[config.mk]
export PLATFORM = sky130hd
export DESIGN_NAME = pipeline_hazard_ctrl
export DESIGN_NICKNAME = d
export VERILOG_FILES = /design/src/rtl/pipeline_hazard_ctrl.sv
export SDC_FILE = /design/constraint.sdc
export NUM_CORES = 1
export LEC_CHECK = 0
export BUFFER_PORTS_ARGS = -buffer_cell sky130_fd_sc_hd__buf_2
export CAP_MARGIN = 20
export CORE_UTILIZATION = 48
export DETAILED_ROUTE_END_ITERATION = 6
export PLACE_DENSITY_LB_ADDON = 0.25
export SYNTH_ARGS = -nofsm -noshare
export SYNTH_HDL_FRONTEND = slang
export SYNTH_SLANG_ARGS = --single-unit
[constraint.sdc]
create_clock -name clk -period 2.2 [get_ports clk]
set_clock_uncertainty 0.15 [all_clocks]
set_input_delay 0.44 -clock clk [delete_from_list [all_inputs] [get_ports clk]]
set_output_delay 0.44 -clock clk [all_outputs]
set_load 0.01 [all_outputs]
[src/rtl/pipeline_hazard_ctrl.sv]
// -----------------------------------------------------------------------------
// PipelineHazardCtrl (top module name: pipeline_hazard_ctrl)
//
// Central sequencer for the pipeline registers of the 5-stage 64-bit core
// (IF/ID, ID/EX, EX/MEM, MEM/WB). Per-stage enables and flushes are derived
// from three hazard sources:
//   - a multi-cycle data-memory handshake (highest priority, freezes the pipe)
//   - a taken branch resolved in EX (squashes IF/ID and ID/EX)
//   - a load-use dependency detected in ID (one bubble into ID/EX)
// It also keeps a sticky memory-timeout flag and a saturating count of the
// cycles in which the PC was held.
//
// Parameters
//   TIMEOUT_CYC  maximum length in cycles of one memory access before abort (>=2)
//   CNT_W        width of stall_count_o
//
// Ports
//   clk               in   clock, rising edge
//   reset             in   synchronous, active-high reset
//   id_rs1_i          in   [4:0] rs1 of the instruction in ID
//   id_rs2_i          in   [4:0] rs2 of the instruction in ID
//   id_uses_rs2_i     in   ID instruction reads rs2
//   idex_memread_i    in   ID/EX holds a load
//   idex_rd_i         in   [4:0] ID/EX destination register
//   ex_branch_tkn_i   in   branch in EX resolved taken
//   exmem_memread_i   in   EX/MEM holds a load
//   exmem_memwrite_i  in   EX/MEM holds a store
//   dmem_ready_i      in   data memory completes the access this cycle
//   dmem_req_o        out  data-memory access request
//   pc_en_o           out  PC load enable
//   ifid_en_o         out  IF/ID enable
//   ifid_flush_o      out  IF/ID flush to bubble
//   idex_en_o         out  ID/EX enable
//   idex_flush_o      out  ID/EX flush to bubble
//   exmem_en_o        out  EX/MEM enable
//   memwb_flush_o     out  bubble into MEM/WB (clears RegWrite/MemtoReg)
//   timeout_err_o     out  sticky: a memory access was aborted
//   stall_count_o     out  [CNT_W-1:0] cycles with pc_en_o=0, saturating
// -----------------------------------------------------------------------------
module pipeline_hazard_ctrl #(
  parameter int TIMEOUT_CYC = 256,
  parameter int CNT_W       = 32
) (
  input  logic             clk,
  input  logic             reset,
  input  logic [4:0]       id_rs1_i,
  input  logic [4:0]       id_rs2_i,
  input  logic             id_uses_rs2_i,
  input  logic             idex_memread_i,
  input  logic [4:0]       idex_rd_i,
  input  logic             ex_branch_tkn_i,
  input  logic             exmem_memread_i,
  input  logic             exmem_memwrite_i,
  input  logic             dmem_ready_i,
  output logic             dmem_req_o,
  output logic             pc_en_o,
  output logic             ifid_en_o,
  output logic             ifid_flush_o,
  output logic             idex_en_o,
  output logic             idex_flush_o,
  output logic             exmem_en_o,
  output logic             memwb_flush_o,
  output logic             timeout_err_o,
  output logic [CNT_W-1:0] stall_count_o
);

  // The wait counter never exceeds TIMEOUT_CYC-1, so clog2 bits suffice.
  localparam int WCW = (TIMEOUT_CYC > 2) ? $clog2(TIMEOUT_CYC) : 1;
  localparam logic [WCW-1:0] WAIT_LAST = WCW'(TIMEOUT_CYC - 1);

  typedef enum logic {
    RUN,
    MEM_WAIT
  } state_e;

  state_e           state_q, state_d;
  logic [WCW-1:0]   wait_cnt_q, wait_cnt_d;
  logic             timeout_err_q, timeout_err_d;
  logic [CNT_W-1:0] stall_count_q, stall_count_d;

  logic mem_acc;
  logic load_use;

  assign mem_acc = exmem_memread_i | exmem_memwrite_i;

  // x0 is hardwired to zero, so a load targeting it never creates a hazard.
  assign load_use = idex_memread_i && (idex_rd_i != 5'd0) &&
                    ((idex_rd_i == id_rs1_i) ||
                     (id_uses_rs2_i && (idex_rd_i == id_rs2_i)));

  // Next-state and Mealy outputs. Priority in RUN is memory freeze, then a
  // taken branch (which squashes the ID instruction, so any load-use it would
  // raise is moot), then load-use. In MEM_WAIT only the handshake matters;
  // branch and load-use are re-evaluated once back in RUN. The abort on
  // timeout releases the pipe exactly like a normal completion.
  always_comb begin
    state_d       = state_q;
    wait_cnt_d    = wait_cnt_q;
    timeout_err_d = timeout_err_q;
    dmem_req_o    = 1'b0;
    pc_en_o       = 1'b1;
    ifid_en_o     = 1'b1;
    ifid_flush_o  = 1'b0;
    idex_en_o     = 1'b1;
    idex_flush_o  = 1'b0;
    exmem_en_o    = 1'b1;
    memwb_flush_o = 1'b0;

    case (state_q)
      RUN: begin
        dmem_req_o = mem_acc;
        if (mem_acc && !dmem_ready_i) begin
          pc_en_o       = 1'b0;
          ifid_en_o     = 1'b0;
          idex_en_o     = 1'b0;
          exmem_en_o    = 1'b0;
          memwb_flush_o = 1'b1;
          state_d       = MEM_WAIT;
          wait_cnt_d    = WCW'(1);
        end else if (ex_branch_tkn_i) begin
          ifid_flush_o = 1'b1;
          idex_flush_o = 1'b1;
        end else if (load_use) begin
          pc_en_o      = 1'b0;
          ifid_en_o    = 1'b0;
          idex_flush_o = 1'b1;
        end
      end
      MEM_WAIT: begin
        dmem_req_o = 1'b1;
        if (dmem_ready_i) begin
          state_d    = RUN;
          wait_cnt_d = '0;
        end else if (wait_cnt_q == WAIT_LAST) begin
          state_d       = RUN;
          wait_cnt_d    = '0;
          timeout_err_d = 1'b1;
        end else begin
          pc_en_o       = 1'b0;
          ifid_en_o     = 1'b0;
          idex_en_o     = 1'b0;
          exmem_en_o    = 1'b0;
          memwb_flush_o = 1'b1;
          wait_cnt_d    = wait_cnt_q + 1'b1;
        end
      end
      default: begin
        state_d    = RUN;
        wait_cnt_d = '0;
      end
    endcase

    // Reset overrides everything so the pipe is filled with bubbles while held.
    if (reset) begin
      dmem_req_o    = 1'b0;
      pc_en_o       = 1'b0;
      ifid_en_o     = 1'b0;
      idex_en_o     = 1'b0;
      exmem_en_o    = 1'b0;
      ifid_flush_o  = 1'b1;
      idex_flush_o  = 1'b1;
      memwb_flush_o = 1'b1;
    end
  end

  // Saturating stall counter: counts every cycle the PC is held.
  always_comb begin
    stall_count_d = stall_count_q;
    if (!pc_en_o && (stall_count_q != {CNT_W{1'b1}})) begin
      stall_count_d = stall_count_q + 1'b1;
    end
  end

  // State and counter registers with synchronous reset; a reset during
  // MEM_WAIT simply abandons the access without flagging a timeout.
  always_ff @(posedge clk) begin
    if (reset) begin
      state_q       <= RUN;
      wait_cnt_q    <= '0;
      timeout_err_q <= 1'b0;
      stall_count_q <= '0;
    end else begin
      state_q       <= state_d;
      wait_cnt_q    <= wait_cnt_d;
      timeout_err_q <= timeout_err_d;
      stall_count_q <= stall_count_d;
    end
  end

  assign timeout_err_o = timeout_err_q;
  assign stall_count_o = stall_count_q;

endmodule

After elaboration in Yosys (flattened, before gate mapping)
Cells that the tools add are included.
{"block": "totals", "regBits": 42, "latch_bits": 0, "ramBits": 0, "mem_bits_ro": 0, "in_bits": 23, "output_inout_bits": 41, "elab_cells": 54, "mem_count": 0}
{"block": "classes", "n_addsub": 2, "multipliers": 0, "div_mod_pow": 0, "n_lt_le_gt_ge": 0, "n_eq_ne": 5, "shifts": 0, "n_mux": 30, "bitwise_logic": 3, "reduce_logical": 10}
{"op": "32-bit by 1-bit adder with 32-bit output, second input constant", "count": 1}
{"op": "32-bit inequality test, second input constant", "count": 1}
{"op": "8-bit 2-to-1 mux", "count": 3}
{"op": "1-bit 2-to-1 mux", "count": 22}
{"op": "8-bit one-hot mux with 2 select lines", "count": 1}
{"op": "5-bit equality test", "count": 2}
{"op": "8-bit by 1-bit adder with 8-bit output, second input constant", "count": 1}
{"op": "8-bit equality test, second input constant", "count": 1}
{"op": "1-bit one-hot mux with 2 select lines", "count": 4}
{"op": "1-bit logical AND", "count": 5}
{"op": "5-bit nonzero test", "count": 1}
{"op": "3-bit AND reduction", "count": 1}
{"op": "1-bit logical NOT", "count": 2}
{"op": "2-bit inequality test, second input constant", "count": 1}
{"op": "1-bit inverter", "count": 2}
{"op": "1-bit logical OR", "count": 1}
{"op": "1-bit OR", "count": 1}

Depth between registers and ports, before layout
Gate-level depths: netlist of the first run.
{"block": "depth", "ltp_word": 11, "ltp_mapped": 9, "depth_no_buf": 7}

Worst setup path before layout of the first run
OpenSTA, ideal clock, no wires.
{"block": "synth_timing", "path_type": "input to output", "start": "in idex_rd_i[1]", "end": "out pc_en_o", "arrival_time_ps": 1831, "required_ps": 1610, "setup_slack_ps": -221, "stages": 6, "n_path_buf": 3, "path_cell_list": "or4_1 -> o21a_1 -> a31oi_4 -> buf_6 -> buf_6 -> buf_4"}
{"block": "synth_between", "elab_chain_cells": 9, "word_cells_on_any_way": 12, "cone_classes": "2 x eq/ne; 5 x mux; 5 x reduce/logical"}
{"item": "start: declaration", "line_no": "50", "source": "input logic [4:0] idex_rd_i,"}
{"item": "5-bit equality test", "line_no": "89", "source": "(id_uses_rs2_i && (idex_rd_i == id_rs2_i)));"}
{"item": "1-bit logical AND", "line_no": "89"}
{"item": "1-bit logical OR", "line_no": "88", "source": "((idex_rd_i == id_rs1_i) ||"}
{"item": "1-bit logical AND *", "line_no": "87", "source": "assign load_use = idex_memread_i && (idex_rd_i != 5'd0) &&"}
{"item": "1-bit 2-to-1 mux * (3 in a row)"}
{"item": "1-bit one-hot mux with 2 select lines *"}
{"item": "1-bit 2-to-1 mux *"}
{"item": "end: declaration", "line_no": "56", "source": "output logic pc_en_o,"}
Mark *: on every way between the ends. The rest lies on a longest branch, timed or not.

Worst setup path after layout of the first run
{"block": "layout_timing", "start": "in idex_rd_i[4]", "end": "out ifid_en_o"}
{"block": "layout_between", "elab_chain_cells": 9, "word_cells_on_any_way": 12, "cone_classes": "2 x eq/ne; 5 x mux; 5 x reduce/logical"}
{"item": "5-bit equality test", "line_no": "89"}
{"item": "1-bit logical AND", "line_no": "89"}
{"item": "1-bit logical OR", "line_no": "88"}
{"item": "1-bit logical AND *", "line_no": "87"}
{"item": "1-bit 2-to-1 mux *", "line_no": "123", "source": "end else if (load_use) begin"}
{"item": "1-bit 2-to-1 mux *", "line_no": "120", "source": "end else if (ex_branch_tkn_i) begin"}
{"item": "1-bit 2-to-1 mux *", "line_no": "112", "source": "if (mem_acc && !dmem_ready_i) begin"}
{"item": "1-bit one-hot mux with 2 select lines *", "line_no": "109", "source": "case (state_q)"}
{"item": "1-bit 2-to-1 mux *", "line_no": "154", "source": "if (reset) begin"}
{"item": "end: declaration", "line_no": "57", "source": "output logic ifid_en_o,"}
Marked as above.

==> results.toml, run 1 <==
[final_layout]
layout-drive-gt1-share_pct = 43.2
seq_area_sq_um = 846
final_cells = 470
fillers = 383
syn2layout_area_growth_pct = 41.9
multi_input_area_sq_um = 1710
layout.nets = 427
fin_area_sq_um = 3570
fin_util_pct = 73.2
diodes = 0

[synth]
yosysTopAreaCell = "dfxtp_1"
ys.flop_type = "dfxtp_1"
netlist_instances = 298
synth-async-reset-ratio_pct = 0
yosysTopAreaCellShare_pct = 33.4
syn_area_per_cell_sq_um = 8.44
synth_fp_nets = 323
synth_area_leaders = "dfxtp_1, or4_1, o31ai_1"
ys_seq_elements = 42
yosys_warnings = 0
synth.distinct_cells = 48
syn_area_sq_um = 2510
ys_seq_area_share_pct = 33.4
synth_edf_count = 0

[global_route]
grtUsageMet1_pct = 29.9
grt_antenna_before_repair = 0
grt_pass1_vias = 2427
grt_usage_pct = 24.9
met3_usage_pct = 5.42
grt_max_degree = 40
grt_use_met2_pct = 43.5
grt_busiest_layer = "met2"
grt-ovfl-total = 0
grt_first_pass_wirelength_um = 10700

[sta]
setup-tns-final_ps = -269
fmax_ghz = 0.436
min_period_ps = 2290
maxSlewViolCount = 0
fin_ws_ps = -94.9
finalCritPeriodShare_pct = 104
tightest_slew_ps = 469
hold_viol = 0
relSlewSlack_pct = 68.8
rsz0062_at_grt = "true"
finalSetupViolCount = 3

[floorplanning]
dieArea_sq_um = 5530
start_util_pct = 51.5
die_y_um = 74.4
core_sq_um = 4880
rows = 25
die_w_um = 74.4
io_pins = 64

[clock_tree]
htreeDepth = 2
numCtsBuffers = 5
path_clk_slew_ps = 80
cts_root_buffer = "clkbuf_8"
cts.sinks = 42
tritoncts = "yes"
clk_latency_ps = 300
clock_path_buffers = 2

[routing]
routedWlPerCell_um = 14.8
dr.pass1.iters = 4
ant_nets = 0
first_iter_violations = 140
dr_total_vias = 2753
wl_um = 6960
route.detailed.drc = 0
vias_per_cell = 5.86

[placement]
placed_area_sq_um = 3140
dpl.cell_count = 453
portBuffers = 63
gp_congestion = 0.807
post-dp-hpwl_um = 4580

[critical_path]
crit_path_end_kind = "output pin"
crit_fanout = 5
r2r_cells = 10
startpoint = "idex_rd_i[4]"
regToRegSetupSlack_ps = -70
cp.required_ps = 1610
crit_type = "in2out"
cp-start-kind = "input port"
r2r-start = "wait_cnt_q[1]"
endpoint = "ifid_en_o"
critPathArrivalTime_ps = 1700
timing.rr.end = "stall_count_o[25]"

[power_and_ir_drop]
peakVddDrop_uv = 295
power.leakage_nw = 1.42
p_per_area_nw_per_um2 = 458

[worst_hold_path]
worstHoldStart = "timeout_err_o"
hold_class = "reg2reg"

[status]
violations = "setup timing"
status = "finished with violations"

[flow_run]
cap_viol_max_count = 0
-- layout make-up --
class / instances / share of cell area [%]
sequential: 42 / 23.7
multi-input combinational: 232 / 47.8
tap: 67 / 2.35
inverter: 6 / 0.631
timing repair buffer: 115 / 22.4
clock inverter: 2 / 1.05
clock buffer: 6 / 2.03
-- flip-flops by register name (all words and copies together), names as in the netlist --
register,count
wait_cnt_q,8
timeout_err_o,1
stall_count_o,32
state_q,1
-- cells by family (layout without fill, tap and decap cells) --
group	count (synthesis)	after routing	synth area share, %
fa+ha+maj	2	2	0.995
mux	5	5	2.69
xor+xnor	16	16	5.57
flops	42	42	33.4
simple gates	144	144	32.8
compound gates	65	65	18.3
buf+inv	24	129	6.27
-- report_power, final --
part / switching (mW) / internal, mW
clock: 0.281 / 0.339
combinational: 0.122 / 0.120
sequential: 0.00672 / 0.767
total: 0.410 / 1.23
-- repair_timing --
action,CTS,global route
pin swaps,10,18
gates cloned,1,1
gates resized for setup,21,33
setup buffers,6,3
endpoints found under the setup margin,25,35
hold buffers,0,0
-- worst min-delay path by stage --
stage                          to  slack (ps)  cells past startpoint
floorplan           wait_cnt_q[7]         340                      2
global placement    timeout_err_o         300                      2
detailed placement  timeout_err_o         300                      2
CTS                 timeout_err_o         340                      2
global route              state_q         360                      3
finish              timeout_err_o         340                      2
-- per-stage QoR --
step                      total power [mW]  setup slack, ps  hold WS (ps)
after global placement               0.987             -211           301
after global routing                  1.70             -161           360
after detailed placement             0.992             -243           302
final                                 1.64            -94.9           336
after CTS                             1.63             -148           336
after floorplan                      0.908             -201           335
-- layout by cell type (no fill, tap or decap), types with 2 or more instances in the layout --
cell type and instances:
nand2_2 2, a21oi_1 13, buf_6 5, or3_1 3, xnor2_2 2, nor4_2 3
buf_2 58, dfxtp_1 38, buf_12 3, and2_1 2, inv_1 4, and3_1 6
xor2_1 3, o21ai_1 3, nand3_4 2, nor3_4 2, mux2_4 4, or4_4 10
buf_4 47, o31ai_1 18, nor3_1 2, o31a_1 4, nor4_4 3, clkbuf_8 5
dfxtp_2 4, nand2_1 16, nor2_1 29, a21oi_2 10, xnor2_1 11, nor2b_1 5
nand4_1 18, o21a_1 7, or4_1 10, nand3_1 20, nor4_1 4
-- routing by layer --
layer	vias up	wire length (um)
li1	1337	-
met1	1293	2910
met3	18	377
met2	105	3530
met4	0	144
met5	-	0
-- critical path, stage by stage --
cell and delay, ps:
buf_8 90, or4_4 510, o21a_1 220, a31oi_4 190
buf_12 150, buf_6 90
-- cell usage after synthesis (all sizes together) (5+ instances only) --
cell type	count
nand2	18
and3	6
nor2	30
nand3	22
mux2	5
nor3	5
buf	12
o31ai	19
nor4	10
or4	20
nor2b	5
nand4	18
o21a	7
xnor2	13
a21oi	23
clkbuf	6
dfxtp	42
inv	5
Power figures use the tool's default switching activity.
==> run 2: changes to the inputs <==
- CORE_UTILIZATION: 48 -> 53
- clock period: 2.2 -> 2.4 ns (I/O delays scaled with it)
==> run 2 against run 1 <==
  * The run now ends clean
  * Register-to-register slack gained 190 ps
  * First-iteration DRC count is 5.0% lower
  * Flip-flop and latch count unchanged
  * Clock-buffer cell count up 1
==> results.toml, run 2 (synthesis results as in run 1) <==
[status]
status = "finished, final reports clean"

[routing]
ant_nets = 0
vias_per_cell = 6.04
wl_um = 6100
dr_total_vias = 2560
route.detailed.drc = 0
dr.pass1.iters = 6
first_iter_violations = 133
routedWlPerCell_um = 14.4

[flow_run]
cap_viol_max_count = 0

[critical_path]
r2r-start = "wait_cnt_q[1]"
cp.required_ps = 1770
crit_path_cell_trace = "buf_2, or4_1, o21a_1, a31oi_4, buf_2"
startpoint = "idex_rd_i[1]"
crit_slowest_cell = "or4_1"
regToRegSetupSlack_ps = 120
crit_path_end_kind = "output pin"
cp-start-kind = "input port"
critPathArrivalTime_ps = 1730
crit_fanout = 3
cpMostUsedCell = "buf_2"
crit_type = "in2out"
critPathMaxStageDelay_ps = 510

[floorplanning]
io_pins = 64
rows = 24
core_sq_um = 4440
dieArea_sq_um = 5020
die_y_um = 70.9
start_util_pct = 56.6
die_w_um = 70.9

[sta]
maxSlewViolCount = 0
relSlewSlack_pct = 72.3
finalSetupViolCount = 0
fmax_ghz = 0.424
finalCritPeriodShare_pct = 98.2
setup-tns-final_ps = 0
hold_viol = 0
min_period_ps = 2360
tightest_slew_ps = 415

[final_layout]
final_cell_mix = "buf_2, dfxtp_1, nor2_1, a21oi_1, buf_4"
fillers = 381
layout-drive-gt1-share_pct = 29.8
largest_register_ffs = 32
layout.nets = 397
fin_util_pct = 68.6
seq_area_sq_um = 841
final_common_cell = "buf_2"
multi_input_area_sq_um = 1550
syn2layout_area_growth_pct = 21.1
diodes = 0

[clock_tree]
path_clk_slew_ps = 70
numCtsBuffers = 5
htreeDepth = 2
cts_hold_buffers = 0
cts_root_buffer = "clkbuf_8"
clock_path_buffers = 2
clk_latency_ps = 290
tritoncts = "yes"
cts.sinks = 42

[global_route]
grt_antenna_before_repair = 0
grtUsageMet1_pct = 31.9
grt_use_met2_pct = 44.2
grt-ovfl-total = 0
grt_first_pass_wirelength_um = 10600
grt_usage_pct = 25.8
grt_busiest_layer = "met2"
grt_max_degree = 40
met3_usage_pct = 4.99
grt_pass1_vias = 2365

[worst_hold_path]
hold_class = "in2reg"
worstHoldStart = "dmem_ready_i"

[placement]
post-dp-hpwl_um = 4490
gp_congestion = 0.866
portBuffers = 63

[power_and_ir_drop]
power.leakage_nw = 1.18
peakVddDrop_uv = 354
p_per_area_nw_per_um2 = 431
run 2: changes by cell type in the layout (fill, tap and decap cells not counted), sizes merged:
cell,previous run,this run
buf,114,85
bufinv,1,0
clkinvlp,1,0
run 2: timing repair:
action | in CTS | in global routing
gates cloned | 0 | 0
gates resized for setup | 3 | 4
pin swaps | 0 | 2
setup endpoints to repair | 2 | 27
buffers inserted | 1 | 2
run 2: per-stage QoR:
stage / cells / total power [mW] / hold slack [ps] / area (sq um) / worst slack, ps
6_report: 424 / 1.31 / 344 / 3050 / 42.1
5_1_grt: 424 / 1.37 / 357 / 3050 / -1.79
4_1_cts: 422 / 1.32 / 321 / 3020 / 27.7
3_5_place_dp: 414 / 0.896 / 322 / 2920 / -134
3_3_place_gp: 414 / 0.891 / 315 / 2920 / -101
2_1_floorplan: 298 / 0.833 / 335 / 2510 / -81.0
run 2: cell type report:
cell class                      instances  area share (%)
Clock buffer                            7            2.51
Inverter                                6           0.739
Multi-Input combinational cell        232            50.8
Sequential cell                        42            27.6
Tap cell                               52            2.14
Timing Repair Buffer                   85            16.2
run 2: where the power goes:
group | internal (mW) | total [mW] | switching (mW)
clock | 0.200 | 0.427 | 0.227
sequential | 0.703 | 0.711 | 0.00836
combinational | 0.0792 | 0.173 | 0.0939
run 2: worst max-delay path: cells and delay by family:
| kind | cells | cell delay (ps) |
|---|---|---|
| AO/OA/AOI/OAI | 2 | 440 |
| buffers and inverters | 2 | 280 |
| AND/OR/NAND/NOR | 1 | 510 |
run 2: final timing paths:
path	end	depth (start not counted)
worst min register to register	stall_count_o[22]	2
worst max register to register	stall_count_o[14]	9
worst max-delay path	ifid_en_o	5
worst min-delay path	state_q	2
run 2: metal layers:
| layer | share of wire (%) | vias to the layer above | wire [um] |
|---|---|---|---|
| li1 | - | 1278 | - |
| met2 | 50 | 86 | 3080 |
| met3 | 5.1 | 11 | 314 |
| met4 | 1.4 | 0 | 87 |
| met5 | 0 | - | 0 |
| met1 | 43 | 1185 | 2620 |
==> run 3: changes to the inputs <==
- CORE_UTILIZATION: 53 -> 48
- clock period: 2.4 -> 2.1 ns (I/O delays scaled with it)
==> run 3 against run 2 <==
  * The run now ends with setup timing left
  * Die area grew 10%
  * Sequential share of layout area decreased by 4.8 points
  * Sequential power increased by 14%
  * Power grew 33%
  * Routed wire length rose by 23%
  * Clock-buffer cell count shrank 1
  * Largest power group unchanged
==> results.toml, run 3 (synthesis results as in run 1) <==
[critical_path]
r2r-start = "wait_cnt_q[1]"
endpoint = "pc_en_o"
startpoint = "idex_rd_i[1]"
regToRegSetupSlack_ps = -170
crit_path_end_kind = "output pin"
cp-start-kind = "input port"
critPathArrivalTime_ps = 1750
crit_fanout = 4
crit_type = "in2out"
cp.required_ps = 1530
r2r_cells = 10
timing.rr.end = "stall_count_o[20]"

[clock_tree]
clk_latency_ps = 300
cts.sinks = 42
cts_root_buffer = "clkbuf_8"
path_clk_slew_ps = 90
clock_path_buffers = 2
tritoncts = "yes"
cts_hold_buffers = 0
htreeDepth = 2
numCtsBuffers = 5

[sta]
finalSetupViolCount = 28
fin_ws_ps = -218
rsz0062_at_grt = "true"
hold_viol = 0
fmax_ghz = 0.431
relSlewSlack_pct = 67.4
min_period_ps = 2320
tightest_slew_ps = 477
maxSlewViolCount = 0
finalCritPeriodShare_pct = 110
hold_ws_ps = 326
setup-tns-final_ps = -3280

[routing]
wl_um = 7520
vias_per_cell = 5.86
route.detailed.drc = 0
routedWlPerCell_um = 15.4
routed-wl-met3_um = 421
dr_total_vias = 2858
top_layer_used = "met4"
drt-met1-wl_um = 3040
first_iter_violations = 157
ant_nets = 0
dr.pass1.iters = 4
met2_length_um = 3910

[worst_hold_path]
worstHoldStart = "dmem_ready_i"
hold_class = "in2reg"

[final_layout]
seq_area_sq_um = 846
fillers = 358
largest_register_ffs = 32
diodes = 0
multi_input_area_sq_um = 1680
layout.nets = 445
fin_util_pct = 75.9
syn2layout_area_growth_pct = 47.3
final_common_cell = "buf_4"
final_cell_mix = "buf_4, buf_2, dfxtp_1, nor2_1, nand3_1"
layout-drive-gt1-share_pct = 43.5

[power_and_ir_drop]
power_frac_seq_pct = 46.5
power_mw = 1.74
power.leakage_nw = 1.50
p_per_area_nw_per_um2 = 471
switching_power_uw = 446
clkPwrFrac_pct = 37.4
p_comb_share_pct = 16.2
peakVddDrop_uv = 427
p_int_mw = 1.30
p_sw_share_pct = 25.6

[flow_run]
cap_viol_max_count = 0

[floorplanning]
rows = 25
core_sq_um = 4880
die_w_um = 74.4
die_y_um = 74.4
dieArea_sq_um = 5530
io_pins = 64
start_util_pct = 51.5

[placement]
post-dp-hpwl_um = 4880
portBuffers = 63
gp_congestion = 0.835
place_ws_ps = -316

[global_route]
grt_usage_pct = 26.0
grt_antenna_before_repair = 0
grt_max_degree = 40
grt_pass1_vias = 2550
grt-ovfl-total = 0
grt_first_pass_wirelength_um = 11300

[status]
violations = "setup timing"
status = "finished with violations"
[run 3: cell count changes in the layout (fill, tap and decap cells not counted), sizes merged]
cell / change
buf: +47
bufinv: +1
clkinvlp: +1
[run 3: how the worst min path moves through the flow]
stage	to	slack [ps]	depth (start not counted)
3_5_place_dp	timeout_err_o	310	2
5_1_grt	state_q	330	3
6_report	state_q	330	3
2_1_floorplan	wait_cnt_q[7]	340	2
4_1_cts	state_q	330	3
3_3_place_gp	timeout_err_o	300	2
[run 3: cell type report]
type	count	share of cell area, %
Timing Repair Buffer	133	25.8
Sequential cell	42	22.8
Inverter	6	0.676
Tap cell	67	2.26
Multi-Input combinational cell	232	45.4
Clock buffer	6	1.96
Clock inverter	2	1.01
[run 3: critical path, cell delays in order]
cell	delay (ps)
buf_6	100
or4_4	520
o21a_4	230
a31oi_4	220
buf_4	160
buf_6	90
[run 3: through the flow]
| stage | cell area [sq um] | cells |
|---|---|---|
| global placement | 3250 | 467 |
| global route | 3700 | 488 |
| floorplan | 2530 | 298 |
| finish | 3700 | 488 |
| detailed placement | 3250 | 467 |
| CTS | 3520 | 483 |
[run 3: power by group through the flow]
stage / logic [mW] / registers, mW / clock network, mW
6_report: 0.282 / 0.810 / 0.652
5_1_grt: 0.301 / 0.811 / 0.689
4_1_cts: 0.237 / 0.809 / 0.662
3_5_place_dp: 0.208 / 0.827 / 0
3_3_place_gp: 0.203 / 0.827 / 0
2_1_floorplan: 0.122 / 0.831 / 0
[run 3: metal layers]
metal	vias up	global-route usage, %
li1	1374	-
met1	1360	31.1
met2	108	47.0
met3	16	4.61
met4	0	8.39
met5	-	0
[run 3: what timing repair did]
| action | CTS | global route |
|---|---|---|
| gates cloned | 0 | 1 |
| setup endpoints to repair | 37 | 39 |
| gates resized for setup | 24 | 26 |
| setup buffers | 9 | 4 |
| pin swaps | 9 | 11 |
